$ cat src/rtl/serial_add_ctrl_if.sv
// Request/response bundle for serial_add_ctrl.
// The master issues operands and start; the slave returns status and the result.
interface serial_add_ctrl_if #(
  parameter int unsigned WIDTH = 8
) ();
  logic             start;
  logic             sub;
  logic [WIDTH-1:0] op_a;
  logic [WIDTH-1:0] op_b;
  logic             cin;
  logic             busy;
  logic             done;
  logic [WIDTH-1:0] result;
  logic             cout;
  logic             overflow;

  modport master (
    output start, sub, op_a, op_b, cin,
    input  busy, done, result, cout, overflow
  );

  modport slave (
    input  start, sub, op_a, op_b, cin,
    output busy, done, result, cout, overflow
  );
endinterface

$ cat src/rtl/serial_add_ctrl.sv
// Bit-serial adder/subtractor: one result bit per clock, LSB first, through one full adder.
// Subtraction is a + ~b + 1, so cout=1 means no borrow.
module serial_add_ctrl #(
  parameter int unsigned WIDTH = 8
) (
  input logic              clk,
  input logic              reset_n,
  serial_add_ctrl_if.slave bus
);

  localparam int unsigned CntW = (WIDTH > 1) ? $clog2(WIDTH) : 1;
  localparam logic [CntW-1:0] CntLast = CntW'(WIDTH - 1);

  typedef enum logic [1:0] {
    StIdle,
    StRun,
    StDone
  } state_e;

  state_e           state_q, state_d;
  logic [WIDTH-1:0] a_q, a_d;
  logic [WIDTH-1:0] b_q, b_d;
  logic [WIDTH-1:0] result_q, result_d;
  logic [CntW-1:0]  cnt_q, cnt_d;
  logic             carry_q, carry_d;
  logic             cout_q, cout_d;
  logic             ovf_q, ovf_d;

  logic fa_a, fa_b, fa_sum, fa_cout;

  assign fa_a = a_q[cnt_q];
  assign fa_b = b_q[cnt_q];

  one_bit_full_adder u_fa (
    .a    (fa_a),
    .b    (fa_b),
    .cin  (carry_q),
    .sum  (fa_sum),
    .cout (fa_cout)
  );

  always_comb begin
    state_d  = state_q;
    a_d      = a_q;
    b_d      = b_q;
    result_d = result_q;
    cnt_d    = cnt_q;
    carry_d  = carry_q;
    cout_d   = cout_q;
    ovf_d    = ovf_q;

    unique case (state_q)
      StIdle: begin
        if (bus.start) begin
          a_d     = bus.op_a;
          // Subtract becomes add of the inverted operand with a forced carry-in.
          b_d     = bus.op_b ^ {WIDTH{bus.sub}};
          carry_d = bus.sub | bus.cin;
          cnt_d   = '0;
          state_d = StRun;
        end
      end
      StRun: begin
        result_d[cnt_q] = fa_sum;
        carry_d         = fa_cout;
        if (cnt_q == CntLast) begin
          cout_d  = fa_cout;
          ovf_d   = carry_q ^ fa_cout;
          state_d = StDone;
        end else begin
          cnt_d = cnt_q + 1'b1;
        end
      end
      StDone: begin
        cnt_d   = '0;
        state_d = StIdle;
      end
      default: begin
        state_d = StIdle;
      end
    endcase
  end

  always_ff @(posedge clk or negedge reset_n) begin
    if (!reset_n) begin
      state_q  <= StIdle;
      a_q      <= '0;
      b_q      <= '0;
      result_q <= '0;
      cnt_q    <= '0;
      carry_q  <= 1'b0;
      cout_q   <= 1'b0;
      ovf_q    <= 1'b0;
    end else begin
      state_q  <= state_d;
      a_q      <= a_d;
      b_q      <= b_d;
      result_q <= result_d;
      cnt_q    <= cnt_d;
      carry_q  <= carry_d;
      cout_q   <= cout_d;
      ovf_q    <= ovf_d;
    end
  end

  assign bus.busy     = (state_q == StRun);
  assign bus.done     = (state_q == StDone);
  assign bus.result   = result_q;
  assign bus.cout     = cout_q;
  assign bus.overflow = ovf_q;

  a_done_single: assert property (@(posedge clk) disable iff (!reset_n)
    bus.done |=> !bus.done);
  a_busy_done_excl: assert property (@(posedge clk) disable iff (!reset_n)
    !(bus.busy && bus.done));
  a_cnt_range: assert property (@(posedge clk) disable iff (!reset_n)
    bus.busy |-> (cnt_q <= CntLast));
  a_idle_hold: assert property (@(posedge clk) disable iff (!reset_n)
    (state_q == StIdle) |=> $stable(result_q) && $stable(cout_q) && $stable(ovf_q));

endmodule

module one_bit_full_adder (
  input  logic a,
  input  logic b,
  input  logic cin,
  output logic sum,
  output logic cout
);
  assign sum  = a ^ b ^ cin;
  assign cout = (a & b) | (cin & (a ^ b));
endmodule

$ cat src/flat_wrapper.sv
// flat-port wrapper written by rule: the top's interface ports become plain ports
module serial_add_ctrl_flat 
#(
  parameter int unsigned WIDTH = 8
)
  (clk, reset_n, bus_start, bus_sub, bus_op_a, bus_op_b, bus_cin, bus_busy, bus_done, bus_result, bus_cout, bus_overflow);
  serial_add_ctrl_if #(.WIDTH(WIDTH)) bus_i ();
  input logic clk;
  input logic reset_n;
  input wire logic [$bits(bus_i.start)-1:0] bus_start;
  input wire logic [$bits(bus_i.sub)-1:0] bus_sub;
  input wire logic [$bits(bus_i.op_a)-1:0] bus_op_a;
  input wire logic [$bits(bus_i.op_b)-1:0] bus_op_b;
  input wire logic [$bits(bus_i.cin)-1:0] bus_cin;
  output wire logic [$bits(bus_i.busy)-1:0] bus_busy;
  output wire logic [$bits(bus_i.done)-1:0] bus_done;
  output wire logic [$bits(bus_i.result)-1:0] bus_result;
  output wire logic [$bits(bus_i.cout)-1:0] bus_cout;
  output wire logic [$bits(bus_i.overflow)-1:0] bus_overflow;
  assign bus_i.start = bus_start;
  assign bus_i.sub = bus_sub;
  assign bus_i.op_a = bus_op_a;
  assign bus_i.op_b = bus_op_b;
  assign bus_i.cin = bus_cin;
  assign bus_busy = bus_i.busy;
  assign bus_done = bus_i.done;
  assign bus_result = bus_i.result;
  assign bus_cout = bus_i.cout;
  assign bus_overflow = bus_i.overflow;
  serial_add_ctrl #(.WIDTH(WIDTH)) u_core (.clk(clk), .reset_n(reset_n), .bus(bus_i));
endmodule
$ cat config.mk
export PLATFORM = sky130hd
export DESIGN_NAME = serial_add_ctrl_flat
export DESIGN_NICKNAME = d
export VERILOG_FILES = /design/src/rtl/serial_add_ctrl_if.sv /design/src/rtl/serial_add_ctrl.sv /design/src/flat_wrapper.sv
export SDC_FILE = /design/constraint.sdc
export NUM_CORES = 1
export LEC_CHECK = 0
export CORE_MARGIN = 2
export CORE_UTILIZATION = 45
export DETAILED_ROUTE_END_ITERATION = 10
export PLACE_DENSITY = 0.78
export SLEW_MARGIN = 5
export SYNTH_ARGS = -nofsm -noshare
export SYNTH_HDL_FRONTEND = slang
export SYNTH_SLANG_ARGS = --single-unit
$ cat constraint.sdc
create_clock -name clk -period 2.6 [get_ports clk]
set_clock_uncertainty 0.2 [all_clocks]
set_input_delay 0.39 -clock clk [delete_from_list [all_inputs] [get_ports clk]]
set_output_delay 0.39 -clock clk [all_outputs]
set_load 0.005 [all_outputs]
==> out/results.tsv <==
stage	metric	value	unit
timing	fin_crit	2.49	ns
detailed_routing	drc	0	
detailed_routing	drt_first_pass_iters	4	
clocking	cts-buffers-inserted	5	
clocking	cts.clk_slew.worst_paths	0.11	ns
worst_setup_path	crit_fanout	8	
logic_synthesis	synth.distinct_cells	31	
worst_setup_path	end_kind	flop	
global_route	track_usage	16.4	%
worst_setup_path	required	2.63	ns
layout	multiInputGateArea	728	µm²
detailed_routing	viasPerCell	5.11	
detailed_routing	drt-initial-drc-count	37	
floorplanning	io_pins	33	
layout	fin_nets	189	
layout	seq_area	802	µm²
floorplanning	die_area	4030	µm²
layout	nFillCells	286	
detailed_routing	via_count	1084	
worst_setup_path	worst-path-buf-inv	0	
timing	tns	0	ns
global_route	grt-ovfl-total	0	
logic_synthesis	yosysTopAreaCell	dfrtp_1	
worst_setup_path	crit_chain	mux4_1, mux2_2, fa_1, mux2_2	
clocking	htree_num_levels	2	
timing	setup_viol	0	
detailed_routing	wire_per_inst	13.7	µm
worst_setup_path	startpoint_type	flop	
timing	tightest_slew	0.469	ns
logic_synthesis	async_flop_share	100	%
global_route	grt_max_degree	33	
layout	area_growth	29.3	%
floorplanning	die_w	63.4	µm
status	status	complete, no violations	
power_and_ir_drop	fin_total_pwr	2.51	mW
timing	fin_hold_ws	0.241	ns
timing	hold_viol	0	
floorplanning	start_util	47.3	%
job	drv_cap	0	
floorplanning	coreArea	3360	µm²
worst_setup_path	crit_slowest_cell	fa_1	
place	gp_congestion	0.806	
floorplanning	std_cell_rows	21	
timing	fin_ws	0.115	ns
global_route	antenna_found_initial	0	
logic_synthesis	syn-num-nets	153	
place	dp_hpwl	2.14	mm
logic_synthesis	synth_top_area_share	50.4	%
detailed_routing	routed_wl	2.90	mm
worst_hold_path	hold_path_class	input port to asynchronous set/reset pin	
logic_synthesis	syn_area	1590	µm²
logic_synthesis	synth-main-ff-cell	dfrtp_1	
clocking	cts_root_buf	clkbuf_4	
worst_setup_path	arrival	2.52	ns
logic_synthesis	ys_seq_area_share	50.4	%
clocking	cts_tree	done	
logic_synthesis	yosysMostFrequentCell	dfrtp_1	
timing	fmax	402	MHz
timing	min_period_over_period	95.6	%
layout	n_antenna_cell	0	
worst_setup_path	critical_path.max_stage_delay	0.57	ns
logic_synthesis	synthTopCellsByCount	32 x dfrtp_1, 19 x mux2_2, 11 x nor2_1, 9 x a21oi_1, 9 x xnor2_1	
clocking	insertion_delay	0.35	ns
timing	rsz0062_at_grt	false	
layout	drive_gt1_share	20.5	%
worst_setup_path	crit_top_cell	mux2_2	
power_and_ir_drop	ir_drop	0.507	mV
place	pre_cts_slack	0.0853	ns
worst_setup_path	path_delay_family	multiplexers	
global_route	grt_pass1_wl	4.91	mm
timing	max_slew_margin	68.7	%
logic_synthesis	yosys_warnings	0	
logic_synthesis	syn_avg_cell_area	12.3	µm²
detailed_routing	ant_nets	0	
clocking	clkSinkCount	32	
timing	slew_viol_final	0	
logic_synthesis	ys_ff_latch	32	
global_route	grt_pass1_vias	1108	
floorplanning	die_y	63.4	µm
power_and_ir_drop	power.density	1220	nW/µm²
place	port_buffers	32	
clocking	clock_path_buffers	2	
power_and_ir_drop	leakage	0.833	nW
logic_synthesis	synthTopCellsByArea	dfrtp_1 50%, mux2_2 13%, mux4_1 6.6%, xnor2_1 5.0%, a21oi_1 2.8%	
logic_synthesis	synth_edf_count	0	
clocking	cts_setup_buffers	0	
worst_setup_path	crit_type	flop to flop	
logic_synthesis	synth_cells	129	
worst paths after layout:
path	start	endpoint	slack (ns)	depth (start not counted)
setup / recovery	u_core.cnt_q[0]	u_core.bus.result[4]	0.11	4
hold reg to reg	u_core.bus.overflow	u_core.bus.overflow	0.30	2
max in group asynchronous	reset_n	u_core.cnt_q[0]	1.66	2
min in group clk	u_core.bus.overflow	u_core.bus.overflow	0.30	2
setup reg to reg	u_core.cnt_q[0]	u_core.bus.result[4]	0.11	4
hold / removal	reset_n	u_core.b_q[0]	0.24	2
layer usage:
layer	up-vias	share of wire, %	track usage [%]
li1	530	-	-
met1	522	43	17.9
met2	27	49	27.5
met3	5	6.0	6.43
met4	0	2.0	8.15
met5	-	0	0
registers in the layout (all words and copies together) (netlist names):
signal and cells:
u_core.bus.result 8, u_core.b_q 8, u_core.bus.overflow 1, u_core.state_q 2, u_core.a_q 8, u_core.carry_q 1
u_core.cnt_q 3, u_core.bus.cout 1
final cells by class:
type,count,area share [%]
tap,46,2.80
clock inverter,1,1.46
inverter,4,0.730
sequential,32,39.0
multi-input combinational,85,35.4
timing repair buffer,37,17.4
clock buffer,7,3.16
kinds of logic after synthesis:
kind of cell | after synthesis | share of synthesized area [%]
adders and majority gates | 3 | 2.83
xor gates and xnor gates | 9 | 4.96
DFF | 32 | 50.4
and+or+nand+nor | 30 | 10.6
muxes | 24 | 20.7
buffers and inverters | 12 | 3.85
AOI/OAI and AO/OA | 19 | 6.69
worst register-to-register path: stages (launching register included):
cell and delay, ns:
dfrtp_2 0.43, mux4_1 0.56, mux2_2 0.29, fa_1 0.57
mux2_2 0.31
placed cells by master (no fill, tap or decap), types with 3 or more instances in the layout:
cell type        count
mux2_2              19
a21oi_1              9
nor2_1              11
nand3b_1             3
nand2_1              4
o21ai_0              5
clkdlybuf4s50_1     32
mux4_1               4
xnor2_1              9
clkbuf_4             5
dfrtp_1             31
buf_4                5
inv_1                4
repair_timing:
action / CTS / global route
hold buffers: 0 / 0
endpoints found under the hold margin: 0 / 0
gates resized for setup: 0 / 1
endpoints found under the setup margin: 0 / 1
report_power, final:
group          leakage (nW)  internal (mW)  switching (mW)
clock network        0.0515          0.255           0.174
registers             0.370          0.746           0.196
logic                 0.411          0.680           0.456
total                 0.833           1.68           0.826
stage by stage:
stage               utilization, %  instances  cell area (µm²)
floorplan                        -        129             1590
global placement              58.3        204             1960
detailed placement            58.3        204             1960
CTS                           61.1        212             2050
global route                  61.1        212             2060
finish                        61.1        212             2060
Power figures use the tool's default switching activity.
